<file path="config.mk">
export PLATFORM = sky130hd
export DESIGN_NAME = move_scheduler_flat
export DESIGN_NICKNAME = d
export VERILOG_FILES = /design/src/rtl/move_scheduler_pkg.sv /design/src/rtl/move_scheduler_if.sv /design/src/rtl/move_scheduler_fifo.sv /design/src/rtl/move_scheduler.sv /design/src/flat_wrapper.sv
export SDC_FILE = /design/constraint.sdc
export NUM_CORES = 1
export LEC_CHECK = 0
export ABC_AREA = 1
export CORE_MARGIN = 8
export CORE_UTILIZATION = 51
export DETAILED_ROUTE_END_ITERATION = 7
export PLACE_DENSITY = 0.76
export SETUP_SLACK_MARGIN = 0.2
export SYNTH_ARGS = -nofsm -noshare
export SYNTH_HDL_FRONTEND = slang
export SYNTH_HIERARCHICAL = 1
export SYNTH_SLANG_ARGS = --single-unit
</file>
<file path="constraint.sdc">
create_clock -name CLK -period 9.9 [get_ports CLK]
set_clock_uncertainty 0.2 [all_clocks]
set_input_delay 1.98 -clock CLK [delete_from_list [all_inputs] [get_ports CLK]]
set_output_delay 1.98 -clock CLK [all_outputs]
set_load 0.01 [all_outputs]
</file>
<file path="src/rtl/move_scheduler_pkg.sv">
// move_sched_pkg: shared types and defaults for the move scheduler slice.
//   sched_state_t : scheduler FSM state encoding
//   move_t        : one queued move at the default data width
//                   (duration, increment, incinc, dir; 3*DATA_W+1 bits)
//   DEPTH_BITS_DEF / DATA_W_DEF : default queue depth exponent and data width
package move_sched_pkg;

  localparam int unsigned DEPTH_BITS_DEF = 2;
  localparam int unsigned DATA_W_DEF     = 64;

  typedef enum logic [1:0] {
    ST_IDLE,
    ST_LOAD,
    ST_RUN
  } sched_state_t;

  typedef struct packed {
    logic [DATA_W_DEF-1:0] duration;
    logic [DATA_W_DEF-1:0] increment;
    logic [DATA_W_DEF-1:0] incinc;
    logic                  dir;
  } move_t;

endpackage

</file>
<file path="src/rtl/move_scheduler_if.sv">
// move_scheduler_if: move-commit channel from the SPI command decoder.
//   wr_valid     decoder -> scheduler  one-cycle commit strobe
//   wr_ready     scheduler -> decoder  queue can take a move (BUFFER_DTR)
//   wr_duration  decoder -> scheduler  duration in DDA ticks
//   wr_increment decoder -> scheduler  signed step-rate increment
//   wr_incinc    decoder -> scheduler  signed increment-increment
//   wr_dir       decoder -> scheduler  direction bit
// master = decoder side, slave = scheduler side.
interface move_scheduler_if
  import move_sched_pkg::*;
#(
  parameter int unsigned DATA_W = DATA_W_DEF
) ();

  logic              wr_valid;
  logic              wr_ready;
  logic [DATA_W-1:0] wr_duration;
  logic [DATA_W-1:0] wr_increment;
  logic [DATA_W-1:0] wr_incinc;
  logic              wr_dir;

  modport master (
    output wr_valid, wr_duration, wr_increment, wr_incinc, wr_dir,
    input  wr_ready
  );

  modport slave (
    input  wr_valid, wr_duration, wr_increment, wr_incinc, wr_dir,
    output wr_ready
  );

endinterface

</file>
<file path="src/rtl/move_scheduler_fifo.sv">
// move_fifo: circular move queue for the scheduler.
//   clk_i, rst_i   clock, asynchronous active-high reset
//   push_i         store wdata_i at the write pointer (ignored when full)
//   pop_i          advance the read pointer (ignored when empty)
//   flush_i        discard all entries; wins over push/pop
//   wdata_i        entry to store
//   rdata_o        head entry (combinational read of the read pointer)
//   occupancy_o    registered entry count, 0 .. 2^DEPTH_BITS
//   full_o/empty_o status from the registered count
module move_fifo
  import move_sched_pkg::*;
#(
  parameter int unsigned DEPTH_BITS = DEPTH_BITS_DEF,
  parameter int unsigned WIDTH      = 3 * DATA_W_DEF + 1
) (
  input  logic                  clk_i,
  input  logic                  rst_i,
  input  logic                  push_i,
  input  logic                  pop_i,
  input  logic                  flush_i,
  input  logic [WIDTH-1:0]      wdata_i,
  output logic [WIDTH-1:0]      rdata_o,
  output logic [DEPTH_BITS:0]   occupancy_o,
  output logic                  full_o,
  output logic                  empty_o
);

  localparam int unsigned         DEPTH    = 1 << DEPTH_BITS;
  localparam logic [DEPTH_BITS:0] FULL_CNT = {1'b1, {DEPTH_BITS{1'b0}}};

  logic [WIDTH-1:0]      mem_q [DEPTH];
  logic [DEPTH_BITS-1:0] wptr_q, wptr_d;
  logic [DEPTH_BITS-1:0] rptr_q, rptr_d;
  logic [DEPTH_BITS:0]   occ_q, occ_d;
  logic                  do_push, do_pop;

  assign full_o      = (occ_q == FULL_CNT);
  assign empty_o     = (occ_q == '0);
  assign occupancy_o = occ_q;
  assign rdata_o     = mem_q[rptr_q];

  assign do_push = push_i & ~full_o & ~flush_i;
  assign do_pop  = pop_i & ~empty_o & ~flush_i;

  always_comb begin
    wptr_d = wptr_q;
    rptr_d = rptr_q;
    occ_d  = occ_q;
    if (flush_i) begin
      wptr_d = '0;
      rptr_d = '0;
      occ_d  = '0;
    end else begin
      if (do_push) wptr_d = wptr_q + 1'b1;
      if (do_pop)  rptr_d = rptr_q + 1'b1;
      case ({do_push, do_pop})
        2'b10:   occ_d = occ_q + 1'b1;
        2'b01:   occ_d = occ_q - 1'b1;
        default: occ_d = occ_q;
      endcase
    end
  end

  always_ff @(posedge clk_i or posedge rst_i) begin
    if (rst_i) begin
      wptr_q <= '0;
      rptr_q <= '0;
      occ_q  <= '0;
    end else begin
      wptr_q <= wptr_d;
      rptr_q <= rptr_d;
      occ_q  <= occ_d;
    end
  end

  // Storage needs no reset: only entries covered by occ_q are ever read.
  always_ff @(posedge clk_i) begin
    if (do_push) mem_q[wptr_q] <= wdata_i;
  end

endmodule

</file>
<file path="src/rtl/move_scheduler.sv">
// move_scheduler: queues committed moves and feeds them one at a time to
// dda_timer, with a fixed two-cycle gap (LOAD then RUN) between moves.
//   CLK, reset       clock, asynchronous active-high reset
//   wr (slave)       move commit channel; wr_ready doubles as BUFFER_DTR
//   dda_start        one-cycle pulse in the first RUN cycle
//   dda_duration/dda_increment/dda_incinc/dda_dir  active move, stable in RUN
//   dda_done         end-of-move pulse from the timer (ignored outside RUN)
//   move_done        one-cycle pulse when the last queued move finishes
//   occupancy        queued moves, excluding the active one
//   overflow         sticky: commit seen while wr_ready low
//   clear_flags      clears overflow (wins over a same-cycle set)
//   halt, dda_abort  only with MOVE_SCHED_HALT_EN defined: halt flushes the
//                    queue and idles; dda_abort pulses if a move was running
module move_scheduler
  import move_sched_pkg::*;
#(
  parameter int unsigned DEPTH_BITS = DEPTH_BITS_DEF,
  parameter int unsigned DATA_W     = DATA_W_DEF
) (
  input  logic                CLK,
  input  logic                reset,
  move_scheduler_if.slave     wr,
  output logic                dda_start,
  output logic [DATA_W-1:0]   dda_duration,
  output logic [DATA_W-1:0]   dda_increment,
  output logic [DATA_W-1:0]   dda_incinc,
  output logic                dda_dir,
  input  logic                dda_done,
  output logic                move_done,
  output logic [DEPTH_BITS:0] occupancy,
  output logic                overflow,
  input  logic                clear_flags
`ifdef MOVE_SCHED_HALT_EN
  ,
  input  logic                halt,
  output logic                dda_abort
`endif
);

  typedef struct packed {
    logic [DATA_W-1:0] duration;
    logic [DATA_W-1:0] increment;
    logic [DATA_W-1:0] incinc;
    logic              dir;
  } entry_t;

  localparam int unsigned ENTRY_W = $bits(entry_t);

  sched_state_t       state_q;
  logic               dda_start_q, move_done_q, overflow_q;
  logic [DATA_W-1:0]  dur_q, inc_q, incinc_q;
  logic               dir_q;
  entry_t             wr_entry, head_entry;
  logic [ENTRY_W-1:0] head_bits;
  logic               halt_w, fifo_full, fifo_empty, push_w, pop_w;

`ifdef MOVE_SCHED_HALT_EN
  logic dda_abort_q;
  assign halt_w    = halt;
  assign dda_abort = dda_abort_q;
`else
  assign halt_w = 1'b0;
`endif

  // Ready comes from the registered count, so a full queue rejects a push
  // even in the cycle its head is popped.
  assign wr.wr_ready = ~fifo_full & ~halt_w;
  assign push_w      = wr.wr_valid & wr.wr_ready;
  assign pop_w       = (state_q == ST_LOAD) & ~halt_w;

  assign wr_entry = '{duration:  wr.wr_duration,
                      increment: wr.wr_increment,
                      incinc:    wr.wr_incinc,
                      dir:       wr.wr_dir};
  assign head_entry = entry_t'(head_bits);

  move_fifo #(
    .DEPTH_BITS (DEPTH_BITS),
    .WIDTH      (ENTRY_W)
  ) u_fifo (
    .clk_i       (CLK),
    .rst_i       (reset),
    .push_i      (push_w),
    .pop_i       (pop_w),
    .flush_i     (halt_w),
    .wdata_i     (wr_entry),
    .rdata_o     (head_bits),
    .occupancy_o (occupancy),
    .full_o      (fifo_full),
    .empty_o     (fifo_empty)
  );

  always_ff @(posedge CLK or posedge reset) begin
    if (reset) begin
      state_q     <= ST_IDLE;
      dda_start_q <= 1'b0;
      move_done_q <= 1'b0;
      overflow_q  <= 1'b0;
      dur_q       <= '0;
      inc_q       <= '0;
      incinc_q    <= '0;
      dir_q       <= 1'b0;
`ifdef MOVE_SCHED_HALT_EN
      dda_abort_q <= 1'b0;
`endif
    end else begin
      dda_start_q <= 1'b0;
      move_done_q <= 1'b0;
`ifdef MOVE_SCHED_HALT_EN
      dda_abort_q <= 1'b0;
`endif
      if (clear_flags)
        overflow_q <= 1'b0;
      else if (wr.wr_valid && !wr.wr_ready)
        overflow_q <= 1'b1;

      if (halt_w) begin
        state_q <= ST_IDLE;
`ifdef MOVE_SCHED_HALT_EN
        dda_abort_q <= (state_q == ST_RUN);
`endif
      end else begin
        case (state_q)
          ST_IDLE: begin
            if (!fifo_empty) state_q <= ST_LOAD;
          end
          ST_LOAD: begin
            dur_q       <= head_entry.duration;
            inc_q       <= head_entry.increment;
            incinc_q    <= head_entry.incinc;
            dir_q       <= head_entry.dir;
            dda_start_q <= 1'b1;
            state_q     <= ST_RUN;
          end
          ST_RUN: begin
            if (dda_done) begin
              if (!fifo_empty) begin
                state_q <= ST_LOAD;
              end else begin
                state_q     <= ST_IDLE;
                move_done_q <= 1'b1;
              end
            end
          end
          default: state_q <= ST_IDLE;
        endcase
      end
    end
  end

  assign dda_start     = dda_start_q;
  assign move_done     = move_done_q;
  assign overflow      = overflow_q;
  assign dda_duration  = dur_q;
  assign dda_increment = inc_q;
  assign dda_incinc    = incinc_q;
  assign dda_dir       = dir_q;

endmodule

</file>
<file path="src/flat_wrapper.sv">
// flat-port wrapper written by rule: the top's interface ports become plain ports
module move_scheduler_flat import move_sched_pkg::*;
#(
  parameter int unsigned DEPTH_BITS = DEPTH_BITS_DEF,
  parameter int unsigned DATA_W     = DATA_W_DEF
)
  (CLK, reset, dda_start, dda_duration, dda_increment, dda_incinc, dda_dir, dda_done, move_done, occupancy, overflow, clear_flags, wr_wr_valid, wr_wr_duration, wr_wr_increment, wr_wr_incinc, wr_wr_dir, wr_wr_ready);
  move_scheduler_if #(.DATA_W(DATA_W)) wr_i ();
  input  logic CLK;
  input  logic reset;
  output logic dda_start;
  output logic [DATA_W-1:0] dda_duration;
  output logic [DATA_W-1:0] dda_increment;
  output logic [DATA_W-1:0] dda_incinc;
  output logic dda_dir;
  input  logic dda_done;
  output logic move_done;
  output logic [DEPTH_BITS:0] occupancy;
  output logic overflow;
  input  logic clear_flags;
  input wire logic [$bits(wr_i.wr_valid)-1:0] wr_wr_valid;
  input wire logic [$bits(wr_i.wr_duration)-1:0] wr_wr_duration;
  input wire logic [$bits(wr_i.wr_increment)-1:0] wr_wr_increment;
  input wire logic [$bits(wr_i.wr_incinc)-1:0] wr_wr_incinc;
  input wire logic [$bits(wr_i.wr_dir)-1:0] wr_wr_dir;
  output wire logic [$bits(wr_i.wr_ready)-1:0] wr_wr_ready;
  assign wr_i.wr_valid = wr_wr_valid;
  assign wr_i.wr_duration = wr_wr_duration;
  assign wr_i.wr_increment = wr_wr_increment;
  assign wr_i.wr_incinc = wr_wr_incinc;
  assign wr_i.wr_dir = wr_wr_dir;
  assign wr_wr_ready = wr_i.wr_ready;
  move_scheduler #(.DEPTH_BITS(DEPTH_BITS), .DATA_W(DATA_W)) u_core (.CLK(CLK), .reset(reset), .wr(wr_i), .dda_start(dda_start), .dda_duration(dda_duration), .dda_increment(dda_increment), .dda_incinc(dda_incinc), .dda_dir(dda_dir), .dda_done(dda_done), .move_done(move_done), .occupancy(occupancy), .overflow(overflow), .clear_flags(clear_flags));
endmodule
</file>
==> impl_metrics.tcl <==
set metrics [dict create \
    status "finished, final reports clean" \
    track_usage 0.220 \
    cts_resized 0 \
    avgViaCountPerCell 5.73 \
    synth_top_family_by_area "simple AND/OR/NAND/NOR gates" \
    drive_gt1_frac 0.0589 \
    synth_xor_area_frac 0.000237 \
    path_class "input pin to flip-flop" \
    grt_pass1_wl_mm 141 \
    ir_drop_v 0.000208 \
    hpwl_mm 52.2 \
    hp-start "u_core/dda_duration[34]" \
    synth_top_area_share 0.629 \
    synthMuxAreaShare 0 \
    fin_setup_tns_ns 0 \
    synth_edf_count 772 \
    holdWs_ns 0.270 \
    wire_per_inst_um 22.2 \
    wirelength_mm 92.5 \
    clock_path_buffers 3 \
    ys.flop_type "edfxtp_1" \
    power_switching_mw 3.78 \
    place_ws_ns 4.29 \
    clkLatencyLatePin_ns 0.64 \
    finalSetupViolCount 0 \
    synthSimpleGateAreaFrac 0.109 \
    ys_seq_area_frac 0.768 \
    synth-seq-cells 977 \
    first_pass_iters 8 \
    p_int_mw 8.44 \
    grt_max_degree 221 \
    hold_buffers 0 \
    core_um2 71500 \
    worstMarginPinSlew_ns 1.38 \
    slew_violations 0 \
    root_buffer "clkbuf_16" \
    fin_area_um2 44400 \
    hold_path.class "flip-flop to flip-flop" \
    io_pins 398 \
    drt_iter0_drc 2113 \
    syn_avg_cell_area_um2 13.2 \
    fin_util 0.622 \
    cts_tree "yes" \
    hold_viol_final 0 \
    sw_frac_of_total 0.309 \
    antenna_found_initial 24 \
    clk_pin_slew_ns 0.06 \
    slew_headroom 0.0829 \
    ctsHtreeMaxLevel 3 \
    grt_pass1_vias 24400 \
    yosys.area.top_type "edfxtp_1" \
    fillerInstances 5111 \
    port_buffers 397 \
    synthAdderAreaFrac 0.00190 \
    reg2reg_from "u_core/u_fifo/rptr_q[0]" \
    cts.sinks 977 \
    async_flop_share 0.210 \
    critPathMaxFanout 68 \
    synthCells 2794 \
    seqPwrFrac 0.453 \
    fin_ws_ns 4.90 \
    rsz0062_at_grt "no" \
    drc_errors 0 \
    power_density_nw_per_um2 275 \
    crit_path_start "wr_wr_valid" \
    ant_nets 0 \
    syn_area_um2 36900 \
    placed_cell_area_um2 41300 \
    gp_congestion 0.788 \
    overflow 0 \
    cts_buffers 95 \
    rows 98 \
    fin_cells 4177 \
    rrSetupSlack_ns 5.34 \
    cts_setup_buffers 0 \
    fin_nets 3329 \
    die_y_um 285 \
    die_w_um 285 \
    power.total_mw 12.2 \
    via_count 23900 \
    dp_cells 3979 \
    synth_cell_types 26 \
    syn2layout_area_growth_pct 20.5 \
    synth_compound_area_frac 0.0883 \
    die_area_um2 81200 \
    drv_cap 0 \
    end_kind "flip-flop" \
    finalCriticalPeriod_ns 5.00 \
    ys_top_cells_by_area "edfxtp_1 (63%), dfrtp_1 (14%), o21ai_0 (5.0%), nand2_1 (4.2%), nor2_1 (4.0%)" \
    pwr-share-clk 0.292 \
    p_comb_frac 0.256 \
    ys_warn_count 6 \
    startpoint_type "input pin" \
    start_util 0.516 \
    worstPathArrival_ns 5.03 \
    p_leak_nw 16.3 \
    timing.fmax_mhz 200 \
    worstPathRequired_ns 9.94 \
    min_period_over_period 0.505 \
]
## power groups by stage
stage,Combinational [mW],Sequential (mW),Clock (mW)
floorplan,1.61,5.71,0
global placement,3.02,5.58,0
detailed placement,3.12,5.61,0
CTS,3.15,5.54,3.63
global route,3.40,5.59,3.79
finish,3.12,5.53,3.57
## critical path, stage by stage
cell,delay [ns]
clkdlybuf4s50_1,0.50
inv_1,0.06
nor2_1,0.13
nand3_1,0.41
nor2_4,0.92
buf_4,0.94
## logic make-up (layout without fill, tap and decap cells)
kind of cell	Yosys count	after routing
flops	977	977
fa+ha+maj	5	5
simple gates	1006	1006
buf+inv	216	627
other cells	1	23
compound gates	588	588
xor+xnor	1	1
## cell usage after synthesis, types with 4 or more instances
cell type  count
dfrtp_1      205
o21ai_1       25
buf_4         24
nand3_1      199
ha_1           4
o22ai_1      182
o22ai_2       11
clkbuf_1      76
nand2_1      410
o21ai_0      365
edfxtp_1     772
inv_1         23
buf_2         59
nor2_1       396
buf_6         25
a21oi_1        4
## layout make-up
cell class,instances,area (um2),area share
flip-flops and latches,977,28300,0.637
multi-input cells,1603,7420,0.167
repair buffers,424,4200,0.0946
clock buffers,132,2680,0.0603
well taps,950,1190,0.0268
clock inverters,46,450,0.0101
inverters,25,121,0.00273
diodes,20,50.0,0.00113
## cells in the final DEF, fill, tap and decap left out, types with 2 or more instances in the layout
cell             synthesis  routed
edfxtp_1               772     772
nand2_1                410     410
clkdlybuf4s50_1          0     397
nor2_1                 396     392
o21ai_0                365     365
dfrtp_1                205     202
nand3_1                199     199
o22ai_1                182     182
clkbuf_16                0      96
buf_4                   24      25
o21ai_1                 25      25
clkbuf_1                76      22
inv_1                   23      21
diode_2                  0      20
clkinv_1                 0      17
clkbuf_8                 0      14
clkinv_2                 0      12
o22ai_2                 11      11
bufinv_16                0       7
clkinv_8                 0       4
clkinvlp_4               0       4
a21oi_1                  4       4
nor2_4                   0       4
ha_1                     4       4
inv_6                    0       3
dfrtp_4                  0       3
conb_1                   1       3
buf_12                   0       2
## sequential cells by signal (all words and copies together), names as in the netlist
signal and flops:
u_core/overflow 1, u_core/dda_start 1, u_core/dda_incinc 64, u_core/u_fifo/wptr_q 2
u_core/dda_duration 64, u_core/u_fifo/occupancy_o 3, u_core/u_fifo/rptr_q 2, u_core/dda_increment 64
u_core/state_q 2, u_core/dda_dir 1, u_core/u_fifo/mem_q 772, u_core/move_done 1
## path summary, 6_finish.rpt
kind	endpoint	cells after the start
max	u_core/u_fifo/mem_q[1][51]	6
min	u_core/dda_duration[34]	2
max reg2reg	u_core/dda_incinc[42]	7
min reg2reg	u_core/dda_duration[34]	2
max in group asynchronous	u_core/dda_incinc[46]	3
min in group asynchronous	u_core/u_fifo/occupancy_o[0]	2
## per-layer routing
| layer | vias up | wire, um | track usage |
|---|---|---|---|
| met5 | - | 41 | 0 |
| met4 | 6 | 3520 | 0.102 |
| met3 | 178 | 6770 | 0.0408 |
| met2 | 1090 | 47200 | 0.381 |
| met1 | 11900 | 35000 | 0.268 |
| li1 | 10800 | - | - |
Power figures use the tool's default switching activity.
